===== config.mk =====
export PLATFORM = sky130hd
export DESIGN_NAME = toycpu_core_hs_flat
export DESIGN_NICKNAME = d
export VERILOG_FILES = /design/src/rtl/toycpu_core_hs_if.sv /design/src/rtl/toycpu_core_hs.sv /design/src/flat_wrapper.sv
export SDC_FILE = /design/constraint.sdc
export NUM_CORES = 1
export LEC_CHECK = 0
export CAP_MARGIN = 40
export CORE_UTILIZATION = 42
export CTS_BUF_LIST = sky130_fd_sc_hd__clkbuf_4
export DETAILED_ROUTE_END_ITERATION = 8
export SYNTH_ARGS = -nofsm -noshare
export SYNTH_HDL_FRONTEND = slang
export SYNTH_SLANG_ARGS = --single-unit

===== constraint.sdc =====
create_clock -name clk -period 6.6 [get_ports clk]
set_input_delay 1.32 -clock clk [delete_from_list [all_inputs] [get_ports clk]]
set_output_delay 1.32 -clock clk [all_outputs]
set_load 0.01 [all_outputs]

===== src/rtl/toycpu_core_hs_if.sv =====
// Ready/ack memory bus between toycpu_core_hs (master) and the board memory/IO decoder (slave).
// Every access holds bus_req until the cycle in which bus_ack is sampled high.
interface toycpu_core_hs_if #(
  parameter int DATA_W = 16,
  parameter int ADDR_W = 16
);
  logic              bus_req;
  logic              bus_we;
  logic [ADDR_W-1:0] bus_addr;
  logic [DATA_W-1:0] bus_wdata;
  logic [DATA_W-1:0] bus_rdata;
  logic              bus_ack;

  modport master (
    output bus_req, bus_we, bus_addr, bus_wdata,
    input  bus_rdata, bus_ack
  );

  modport slave (
    input  bus_req, bus_we, bus_addr, bus_wdata,
    output bus_rdata, bus_ack
  );
endinterface


===== src/rtl/toycpu_core_hs.sv =====
// Parametrised toy CPU core: multi-cycle fetch/exec/mem FSM on a ready/ack bus, with HLT.
// Optional macro TOYCPU_RETIRE_CNT_EN adds a 32-bit retired-instruction counter output.
//
//   state   | meaning
//   --------+--------------------------------------------------------------
//   S_FETCH | bus read at pc; ir loaded on ack
//   S_EXEC  | one cycle: ALU/LDI/MOV/SHL writeback, flags, pc <= next_pc
//   S_MEM   | LD reads mem[s] into d, ST writes s to mem[d]; leaves on ack
//   S_HALT  | stopped by HLT, no bus activity until reset
module toycpu_core_hs #(
  parameter int DATA_W = 16,
  parameter int ADDR_W = 16,
  parameter int NREGS  = 4
) (
  input  logic                   clk,
  input  logic                   rst,
  toycpu_core_hs_if.master       bus,
  output logic                   halted
`ifdef TOYCPU_RETIRE_CNT_EN
  ,
  output logic [31:0]            retire_cnt
`endif
);

  if (DATA_W < 16) begin : g_bad_data_w
    $error("toycpu_core_hs: DATA_W must be at least 16");
  end
  if (ADDR_W < 8) begin : g_bad_addr_w
    $error("toycpu_core_hs: ADDR_W must be at least 8");
  end
  if (NREGS != 4) begin : g_bad_nregs
    $error("toycpu_core_hs: NREGS must be 4 to match the 2-bit register fields");
  end

  typedef enum logic [1:0] {S_FETCH, S_EXEC, S_MEM, S_HALT} state_t;

  localparam logic [3:0] OP_ADD = 4'h1;
  localparam logic [3:0] OP_SUB = 4'h2;
  localparam logic [3:0] OP_AND = 4'h3;
  localparam logic [3:0] OP_OR  = 4'h4;
  localparam logic [3:0] OP_XOR = 4'h5;
  localparam logic [3:0] OP_LDI = 4'h6;
  localparam logic [3:0] OP_LD  = 4'h7;
  localparam logic [3:0] OP_ST  = 4'h8;
  localparam logic [3:0] OP_JMP = 4'h9;
  localparam logic [3:0] OP_JZ  = 4'hA;
  localparam logic [3:0] OP_JC  = 4'hB;
  localparam logic [3:0] OP_JR  = 4'hC;
  localparam logic [3:0] OP_MOV = 4'hD;
  localparam logic [3:0] OP_SHL = 4'hE;
  localparam logic [3:0] OP_HLT = 4'hF;

  state_t            r_state;
  state_t            w_state_nxt;
  logic [ADDR_W-1:0] r_pc;
  logic [15:0]       r_ir;
  logic              r_c;
  logic              r_z;
  logic [DATA_W-1:0] r_regs [NREGS];

  logic [3:0]        w_op;
  logic [1:0]        w_d;
  logic [1:0]        w_s;
  logic [7:0]        w_imm;
  logic [DATA_W-1:0] w_rd;
  logic [DATA_W-1:0] w_rs;
  logic [ADDR_W-1:0] w_imm_addr;
  logic [ADDR_W-1:0] w_pc_nxt;
  logic              w_is_mem;

  logic [DATA_W-1:0] w_alu_res;
  logic              w_alu_c;
  logic              w_alu_z;
  logic              w_reg_wr;
  logic              w_flag_wr;

  logic              w_req;
  logic              w_we;
  logic [ADDR_W-1:0] w_addr;
  logic [DATA_W-1:0] w_wdata;

  assign w_op       = r_ir[15:12];
  assign w_d        = r_ir[11:10];
  assign w_s        = r_ir[9:8];
  assign w_imm      = r_ir[7:0];
  assign w_rd       = r_regs[w_d];
  assign w_rs       = r_regs[w_s];
  assign w_imm_addr = ADDR_W'(w_imm);
  assign w_is_mem   = (w_op == OP_LD) || (w_op == OP_ST);

  always_comb begin
    w_alu_res = '0;
    w_alu_c   = 1'b0;
    w_reg_wr  = 1'b0;
    w_flag_wr = 1'b0;
    case (w_op)
      OP_ADD: begin
        {w_alu_c, w_alu_res} = {1'b0, w_rd} + {1'b0, w_rs};
        w_reg_wr  = 1'b1;
        w_flag_wr = 1'b1;
      end
      OP_SUB: begin
        w_alu_res = w_rd - w_rs;
        w_alu_c   = (w_rd < w_rs);
        w_reg_wr  = 1'b1;
        w_flag_wr = 1'b1;
      end
      OP_AND: begin
        w_alu_res = w_rd & w_rs;
        w_reg_wr  = 1'b1;
        w_flag_wr = 1'b1;
      end
      OP_OR: begin
        w_alu_res = w_rd | w_rs;
        w_reg_wr  = 1'b1;
        w_flag_wr = 1'b1;
      end
      OP_XOR: begin
        w_alu_res = w_rd ^ w_rs;
        w_reg_wr  = 1'b1;
        w_flag_wr = 1'b1;
      end
      OP_LDI: begin
        w_alu_res = DATA_W'(w_imm);
        w_reg_wr  = 1'b1;
      end
      OP_MOV: begin
        w_alu_res = w_rs;
        w_reg_wr  = 1'b1;
      end
      OP_SHL: begin
        w_alu_res = {w_rd[DATA_W-2:0], 1'b0};
        w_alu_c   = w_rd[DATA_W-1];
        w_reg_wr  = 1'b1;
        w_flag_wr = 1'b1;
      end
      default: ;
    endcase
  end

  assign w_alu_z = (w_alu_res == '0);

  always_comb begin
    w_pc_nxt = r_pc + 1'b1;
    case (w_op)
      OP_JMP:  w_pc_nxt = w_imm_addr;
      OP_JZ:   if (r_z) w_pc_nxt = w_imm_addr;
      OP_JC:   if (r_c) w_pc_nxt = w_imm_addr;
      OP_JR:   w_pc_nxt = ADDR_W'(w_rs);
      default: ;
    endcase
  end

  always_ff @(posedge clk or negedge rst) begin
    if (!rst) begin
      r_state <= S_FETCH;
    end else begin
      r_state <= w_state_nxt;
    end
  end

  always_comb begin
    w_state_nxt = r_state;
    w_req       = 1'b0;
    w_we        = 1'b0;
    w_addr      = r_pc;
    w_wdata     = '0;
    case (r_state)
      S_FETCH: begin
        w_req = 1'b1;
        if (bus.bus_ack) w_state_nxt = S_EXEC;
      end
      S_EXEC: begin
        if (w_is_mem)              w_state_nxt = S_MEM;
        else if (w_op == OP_HLT)   w_state_nxt = S_HALT;
        else                       w_state_nxt = S_FETCH;
      end
      S_MEM: begin
        w_req = 1'b1;
        if (w_op == OP_ST) begin
          w_we    = 1'b1;
          w_addr  = ADDR_W'(w_rd);
          w_wdata = w_rs;
        end else begin
          w_addr  = ADDR_W'(w_rs);
        end
        if (bus.bus_ack) w_state_nxt = S_FETCH;
      end
      S_HALT: ;
      default: w_state_nxt = S_FETCH;
    endcase
  end

  // Gating with rst drops the request the instant reset asserts, before any edge.
  assign bus.bus_req   = w_req & rst;
  assign bus.bus_we    = w_we;
  assign bus.bus_addr  = w_addr;
  assign bus.bus_wdata = w_wdata;
  assign halted        = (r_state == S_HALT);

  always_ff @(posedge clk or negedge rst) begin
    if (!rst) begin
      r_pc <= '0;
      r_ir <= '0;
      r_c  <= 1'b0;
      r_z  <= 1'b0;
      for (int i = 0; i < NREGS; i++) r_regs[i] <= '0;
    end else begin
      case (r_state)
        S_FETCH: begin
          if (bus.bus_ack) r_ir <= bus.bus_rdata[15:0];
        end
        S_EXEC: begin
          r_pc <= w_pc_nxt;
          if (w_reg_wr) r_regs[w_d] <= w_alu_res;
          if (w_flag_wr) begin
            r_c <= w_alu_c;
            r_z <= w_alu_z;
          end
        end
        S_MEM: begin
          if (bus.bus_ack && (w_op == OP_LD)) r_regs[w_d] <= bus.bus_rdata;
        end
        default: ;
      endcase
    end
  end

`ifdef TOYCPU_RETIRE_CNT_EN
  logic [31:0] r_retire_cnt;
  logic        w_retire;

  assign w_retire = ((r_state == S_EXEC) && !w_is_mem) ||
                    ((r_state == S_MEM) && bus.bus_ack);

  always_ff @(posedge clk or negedge rst) begin
    if (!rst) begin
      r_retire_cnt <= '0;
    end else if (w_retire) begin
      r_retire_cnt <= r_retire_cnt + 32'd1;
    end
  end

  assign retire_cnt = r_retire_cnt;
`endif

endmodule


===== src/flat_wrapper.sv =====
// flat-port wrapper written by rule: the top's interface ports become plain ports
module toycpu_core_hs_flat 
#(
  parameter int DATA_W = 16,
  parameter int ADDR_W = 16,
  parameter int NREGS  = 4
)
  (clk, rst, halted, bus_bus_req, bus_bus_we, bus_bus_addr, bus_bus_wdata, bus_bus_rdata, bus_bus_ack);
  toycpu_core_hs_if #(.DATA_W(DATA_W), .ADDR_W(ADDR_W)) bus_i ();
  input  logic clk;
  input  logic rst;
  output logic halted;
  output wire logic [$bits(bus_i.bus_req)-1:0] bus_bus_req;
  output wire logic [$bits(bus_i.bus_we)-1:0] bus_bus_we;
  output wire logic [$bits(bus_i.bus_addr)-1:0] bus_bus_addr;
  output wire logic [$bits(bus_i.bus_wdata)-1:0] bus_bus_wdata;
  input wire logic [$bits(bus_i.bus_rdata)-1:0] bus_bus_rdata;
  input wire logic [$bits(bus_i.bus_ack)-1:0] bus_bus_ack;
  assign bus_bus_req = bus_i.bus_req;
  assign bus_bus_we = bus_i.bus_we;
  assign bus_bus_addr = bus_i.bus_addr;
  assign bus_bus_wdata = bus_i.bus_wdata;
  assign bus_i.bus_rdata = bus_bus_rdata;
  assign bus_i.bus_ack = bus_bus_ack;
  toycpu_core_hs #(.DATA_W(DATA_W), .ADDR_W(ADDR_W), .NREGS(NREGS)) u_core (.clk(clk), .rst(rst), .bus(bus_i), .halted(halted));
endmodule

==> run metrics, run 1 <==
status=completed; Cell Rows=52; Layout area overhead=11.2%; setup_tns=0 ns; Routed Wire Length=27.7 mm; WS Path Type=reg2out; FF-to-FF path depth=13; Synth area leader=dfrtp_1; clock root cell=clkbuf_4; post-cts sizing count=0; final core occ=0.476; Syn Area/Cell=9.63 sq um; ranking of synthesized cells by area=dfrtp_1 29%, mux2_2 11%, mux4_2 8.4%; Synth cell types=81; # Max-Cap Violations=0; hold path depth=1; initial antenna violation count=1; CORE AREA=20,200 sq um; syn nets=973; CTS hold repair buffers=0; Post-synth EDFFs=0; WHS Endpoint=u_core.r_regs[6]; number of H-tree levels=3; DRC viols=0; share of the synthesized area in the top cell type=0.290; CTS tree=done; startpoint class of the critical path=register; # clock sinks=100; vias in the first global route=7,143; Num CTS Buffers=9; GRT Util Overall=0.265; actual slew at the worst max-slew pin=0.913 ns; crit share post-route=0.740; Fin. Hold Viols=0; RR Endpoint=u_core.r_z; IO Count=54; Slew HR=0.391; largest net degree at the start of global routing=56; Worst Path Required=5.28 ns; unrepaired setup endpoints after global routing=no; DRT iter0 DRCs=698; share of cells above drive strength 1=0.190; Cell Chain, Critical Path=nand2b_1 > nor3_4 > buf_6 > buf_4 > mux2i_1 > a21oi_1 > clkdlybuf4s50_1; Post-CTS Setup Bufs=0; FF+latch count, synth=100; cell area after synthesis=8630 sq um; Post-synth ARST share=1.00; worst r2r src=u_core.r_ir[10]; wire per inst=23.2 microns; Critical Path AT=3.56 ns; Via Count=7,489; clk_skew=0.0236 ns; commonest non-fill, non-tap cell in the layout=dfrtp_1; global placer's final weighted congestion=0.934; Die Wd=145 microns; Top FF cell, synth=dfrtp_1; Yosys warning count=0; fin crit period=4.88 ns; Largest stage delay, worst path=0.91 ns; CTS clk-pin slew, worst paths=0.17 ns; die area=21,100 sq um; clock buffer depth=2; grt total ovfl=0; Worst setup EP type=output port; DP HPWL=20.6 mm; PortBufs=53; Via-to-Cell Ratio=6.25; Slew Viols, Final=0; Worst Hold Class=reg2reg; most frequent cells in the layout=100 x dfrtp_1, 87 x mux2_2, 73 x nor2_1; sequential fraction of the synthesis area=0.290; CP Max Fanout=21; slowest CP cell=dfrtp_1; Layout Nets=1,000; FMAX=205 MHz; Clk Latency, worst-skew pair=0.49 ns; post-route ant nets=0; Post-Syn Instances=896; router iterations before antenna repair=5; DIE HEIGHT=145 microns; starting density of the core=0.428; # setup viols final=0; first-pass GRT wire length=43.0 mm; HP Start=u_core.r_regs[6]; flop2flop setup slack=1.79 ns
## worst max-delay path, delay by kind of cell, from the launching register on
kind	cells	cell delay [ns]
mux	1	0.07
compound gates	1	0.20
flops	1	0.91
simple gates	2	0.93
buf+inv	3	0.95
## worst max path at each step
stage                     from                 to  cells after the start
2_1_floorplan  u_core.r_ir[10]  u_core.r_regs[30]                     12
3_3_place_gp   u_core.r_ir[10]         u_core.r_z                     13
3_5_place_dp   u_core.r_ir[10]         u_core.r_z                     13
4_1_cts        u_core.r_ir[15]   bus_bus_addr[13]                      7
5_1_grt        u_core.r_ir[10]         u_core.r_z                     14
6_report       u_core.r_ir[15]   bus_bus_addr[13]                      7
## flip-flops by register name, indices dropped and copies added, names as in the netlist
name and flops:
u_core.r_ir 16, u_core.r_state 2, u_core.r_c 1, u_core.r_regs 64
u_core.r_z 1, u_core.r_pc 16
## through the flow
| stage | setup slack [ns] | hold slack [ns] | cell area, sq um | instances |
|---|---|---|---|---|
| floorplan | 2.77 | 0.458 | 8630 | 896 |
| global placement | 1.76 | 0.505 | 9370 | 1176 |
| detailed placement | 1.76 | 0.512 | 9460 | 1182 |
| CTS | 1.72 | 0.548 | 9590 | 1197 |
| global route | 1.43 | 0.570 | 9590 | 1198 |
| finish | 1.72 | 0.545 | 9590 | 1198 |
## synthesized netlist by cell type, types with 6 or more instances
library cell / number
o31ai_1: 7
dfrtp_1: 100
mux4_2: 32
a22oi_1: 10
ha_1: 56
and2_1: 22
inv_1: 48
and3_1: 11
a221oi_1: 10
a22o_1: 17
buf_1: 6
clkbuf_1: 29
nand2_1: 55
mux2_2: 87
buf_4: 6
a21oi_1: 54
nor2_1: 73
o21ai_0: 44
nand2b_1: 17
nor2b_1: 11
nor3b_1: 8
nor3_1: 10
mux2i_1: 18
a31oi_1: 6
nand3_1: 11
buf_2: 17
a222oi_1: 6
a221o_1: 10
## logic make-up (layout without fill, tap and decap cells)
logic type | Yosys count | count (layout) | share of synthesized area
xor+xnor | 5 | 5 | 0.00508
compound gates | 236 | 236 | 0.196
mux | 138 | 138 | 0.219
flops | 100 | 100 | 0.290
other cells | 0 | 1 | 0
buf+inv | 109 | 140 | 0.0534
fa+ha+maj | 58 | 58 | 0.0859
simple gates | 250 | 250 | 0.150
## routing by layer
metal  track usage  routed length, microns  up-vias
li1              -                       -     3416
met1         0.363                   12400     3779
met2         0.437                   13300      250
met3        0.0280                    1340       44
met4        0.0926                     706        0
met5             0                       0        -
## cell type report
type                       count  area, sq um
antenna                        1         2.50
fill                        1975        10600
clock inverter                 5         58.8
timing repair buffer          75          736
inverter                      50          188
clock buffer                  10         75.1
sequential                   100         2500
tap                          270          338
multi-input combinational    687         5690
Power of run 1 is left out: the tool's default activity adds up to more than one toggle a clock period on the data nets, which glitch-free logic cannot reach.
==> run 2: changes to the inputs <==
==> constraint.sdc (replaced) <==
create_clock -name clk -period 4.4 [get_ports clk]
set_input_delay 0.88 -clock clk [delete_from_list [all_inputs] [get_ports clk]]
set_output_delay 0.88 -clock clk [all_outputs]
set_load 0.01 [all_outputs]
==> run 2 against run 1 <==
  * Utilization increased by 0.87 points
  * Sequential share of layout area decreased by 0.47 points
  * Clock-buffer cell count unchanged
  * Hold slack got worse by 0.27 ns
  * Clock skew decreased by 0.0033 ns
  * Non-clock buffer count increased by 23
  * Setup slack got worse by 1.5 ns
  * Cell count increased by 1.9%
  * Sequential cell count unchanged
  * Critical path type is now reg2reg
  * Highest routed layer unchanged
==> run metrics, run 2 (synthesis results as in run 1) <==
initial antenna violation count=1 (unchanged); Worst Hold Class=in2async (was reg2reg); unrepaired setup endpoints after global routing=no (unchanged); Cell Rows=52 (unchanged); critical path's top delay family=compound AO/OA/AOI/OAI gates (was buffers and inverters); Layout area overhead=13.2% (was 11.2%); Clk Latency, worst-skew pair=0.50 ns (was 0.49 ns); Die Wd=145 microns (unchanged); largest register by flop count=u_core.r_regs (unchanged); CP bufs+invs=0 (was 3); max reg flops=64 (unchanged); actual slew at the worst max-slew pin=0.858 ns (was 0.913 ns); crit share post-route=0.939; Slew Viols, Final=0 (unchanged); flip-flop and latch area=2500 sq um (unchanged); DIE HEIGHT=145 microns (unchanged); startpoint class of the critical path=register (unchanged); fin crit period=4.13 ns; CTS clk-pin slew, worst paths=0.18 ns (was 0.17 ns); GRT Util Overall=0.278 (was 0.265); Largest stage delay, worst path=0.61 ns (was 0.91 ns); number of H-tree levels=3 (unchanged); area of the multi-input gates=5700 sq um (was 5690 sq um); CP Max Fanout=4 (was 21); starting density of the core=0.428 (unchanged); clock buffer depth=2 (unchanged); Post-CTS Setup Bufs=0 (unchanged); status=completed (unchanged); CORE AREA=20,200 sq um (unchanged); clk_skew=0.0203 ns (was 0.0236 ns); Routed Wire Length=28.9 mm (was 27.7 mm); top flop regs=u_core.r_regs: 64 flops, u_core.r_ir: 16 flops, u_core.r_pc: 16 flops (unchanged); die area=21,100 sq um (unchanged); DRC viols=0 (unchanged); CTS tree=done (unchanged); commonest non-fill, non-tap cell in the layout=dfrtp_1 (unchanged); Slew HR=0.427 (was 0.391); setup_tns=0 ns (unchanged); first-pass GRT wire length=44.7 mm (was 43.0 mm); Critical Path AT=4.55 ns (was 3.56 ns); # Max-Cap Violations=0 (unchanged); Cell Chain, Critical Path=mux4_2 > ha_1 > fa_1 > a211oi_2 > o211ai_1 > a41oi_1 > o21ai_0 > a221oi_1 > o221ai_2 > nor4_2 > nand4bb_1 > o31ai_2 (was nand2b_1 > nor3_4 > buf_6 > buf_4 > mux2i_1 > a21oi_1 > clkdlybuf4s50_1); DRT iter0 DRCs=696 (was 698); slowest CP cell=mux4_2 (was dfrtp_1); largest net degree at the start of global routing=62 (was 56); fill count=1,945 (was 1,975); IO Count=54 (unchanged); post-route ant nets=0 (unchanged); Fin. Hold Viols=0 (unchanged); # clock sinks=100 (unchanged); grt total ovfl=0 (unchanged); Num CTS Buffers=9 (unchanged); # setup viols final=0 (unchanged); WS Path Type=reg2reg (was reg2out); share of cells above drive strength 1=0.211 (was 0.190); Via-to-Cell Ratio=6.18 (was 6.25); Worst Path Required=4.82 ns (was 5.28 ns); wire per inst=23.7 microns (was 23.2 microns); router iterations before antenna repair=7 (was 5); Worst setup EP type=register (was output port); FMAX=242 MHz; Layout Nets=1,023 (was 1,000); vias in the first global route=7,470 (was 7,143); global placer's final weighted congestion=0.937 (was 0.934); Via Count=7,545 (was 7,489); PortBufs=53 (unchanged); clock root cell=clkbuf_4 (unchanged); most frequent cells in the layout=100 x dfrtp_1, 87 x mux2_2, 73 x nor2_1 (unchanged); DP HPWL=21.9 mm (was 20.6 mm)
==> run 2: routing by layer <==
metal	vias up	track usage	wire length, microns	share of wire
li1	3444	-	-	-
met1	3801	0.398	13000	0.45
met2	256	0.425	13300	0.46
met3	44	0.0406	1790	0.062
met4	0	0.104	875	0.030
met5	-	0	0	0
==> run 2: worst paths after layout <==
| kind | start | to | slack [ns] | depth (start not counted) |
|---|---|---|---|---|
| max | u_core.r_ir[10] | u_core.r_z | 0.27 | 12 |
| min | rst | u_core.r_pc[3] | 0.28 | 1 |
| max reg2reg | u_core.r_ir[10] | u_core.r_z | 0.27 | 12 |
| min reg2reg | u_core.r_regs[29] | u_core.r_regs[29] | 0.55 | 1 |
| max in group asynchronous | rst | u_core.r_regs[27] | 3.12 | 3 |
| min in group clk | u_core.r_regs[29] | u_core.r_regs[29] | 0.55 | 1 |
==> run 2: final cells by class <==
type                       instances  share of cell area
antenna                            1            0.000256
tap                              270              0.0346
inverter                          50              0.0192
timing repair buffer              98              0.0927
multi-input combinational        687               0.583
clock inverter                     5             0.00615
sequential                       100               0.256
clock buffer                      10             0.00768
==> run 2: per-stage QoR <==
| step | hold WS [ns] | std cells | setup slack, ns | utilization | area, sq um |
|---|---|---|---|---|---|
| 5_1_grt | 0.268 | 1221 | 0.0117 | 0.484 | 9770 |
| 2_1_floorplan | 0.458 | 896 | 0.566 | - | 8630 |
| 3_3_place_gp | 0.504 | 1202 | 0.257 | 0.475 | 9570 |
| 3_5_place_dp | 0.514 | 1205 | 0.250 | 0.477 | 9620 |
| 6_report | 0.276 | 1221 | 0.269 | 0.484 | 9770 |
| 4_1_cts | 0.275 | 1220 | 0.250 | 0.484 | 9760 |
==> run 2: timing repair <==
| action | CTS | global route |
|---|---|---|
| setup endpoints to repair | 0 | 5 |
| hold buffers | 0 | 0 |
| gates resized for setup | 0 | 2 |
Power of run 2 is left out for the same reason.
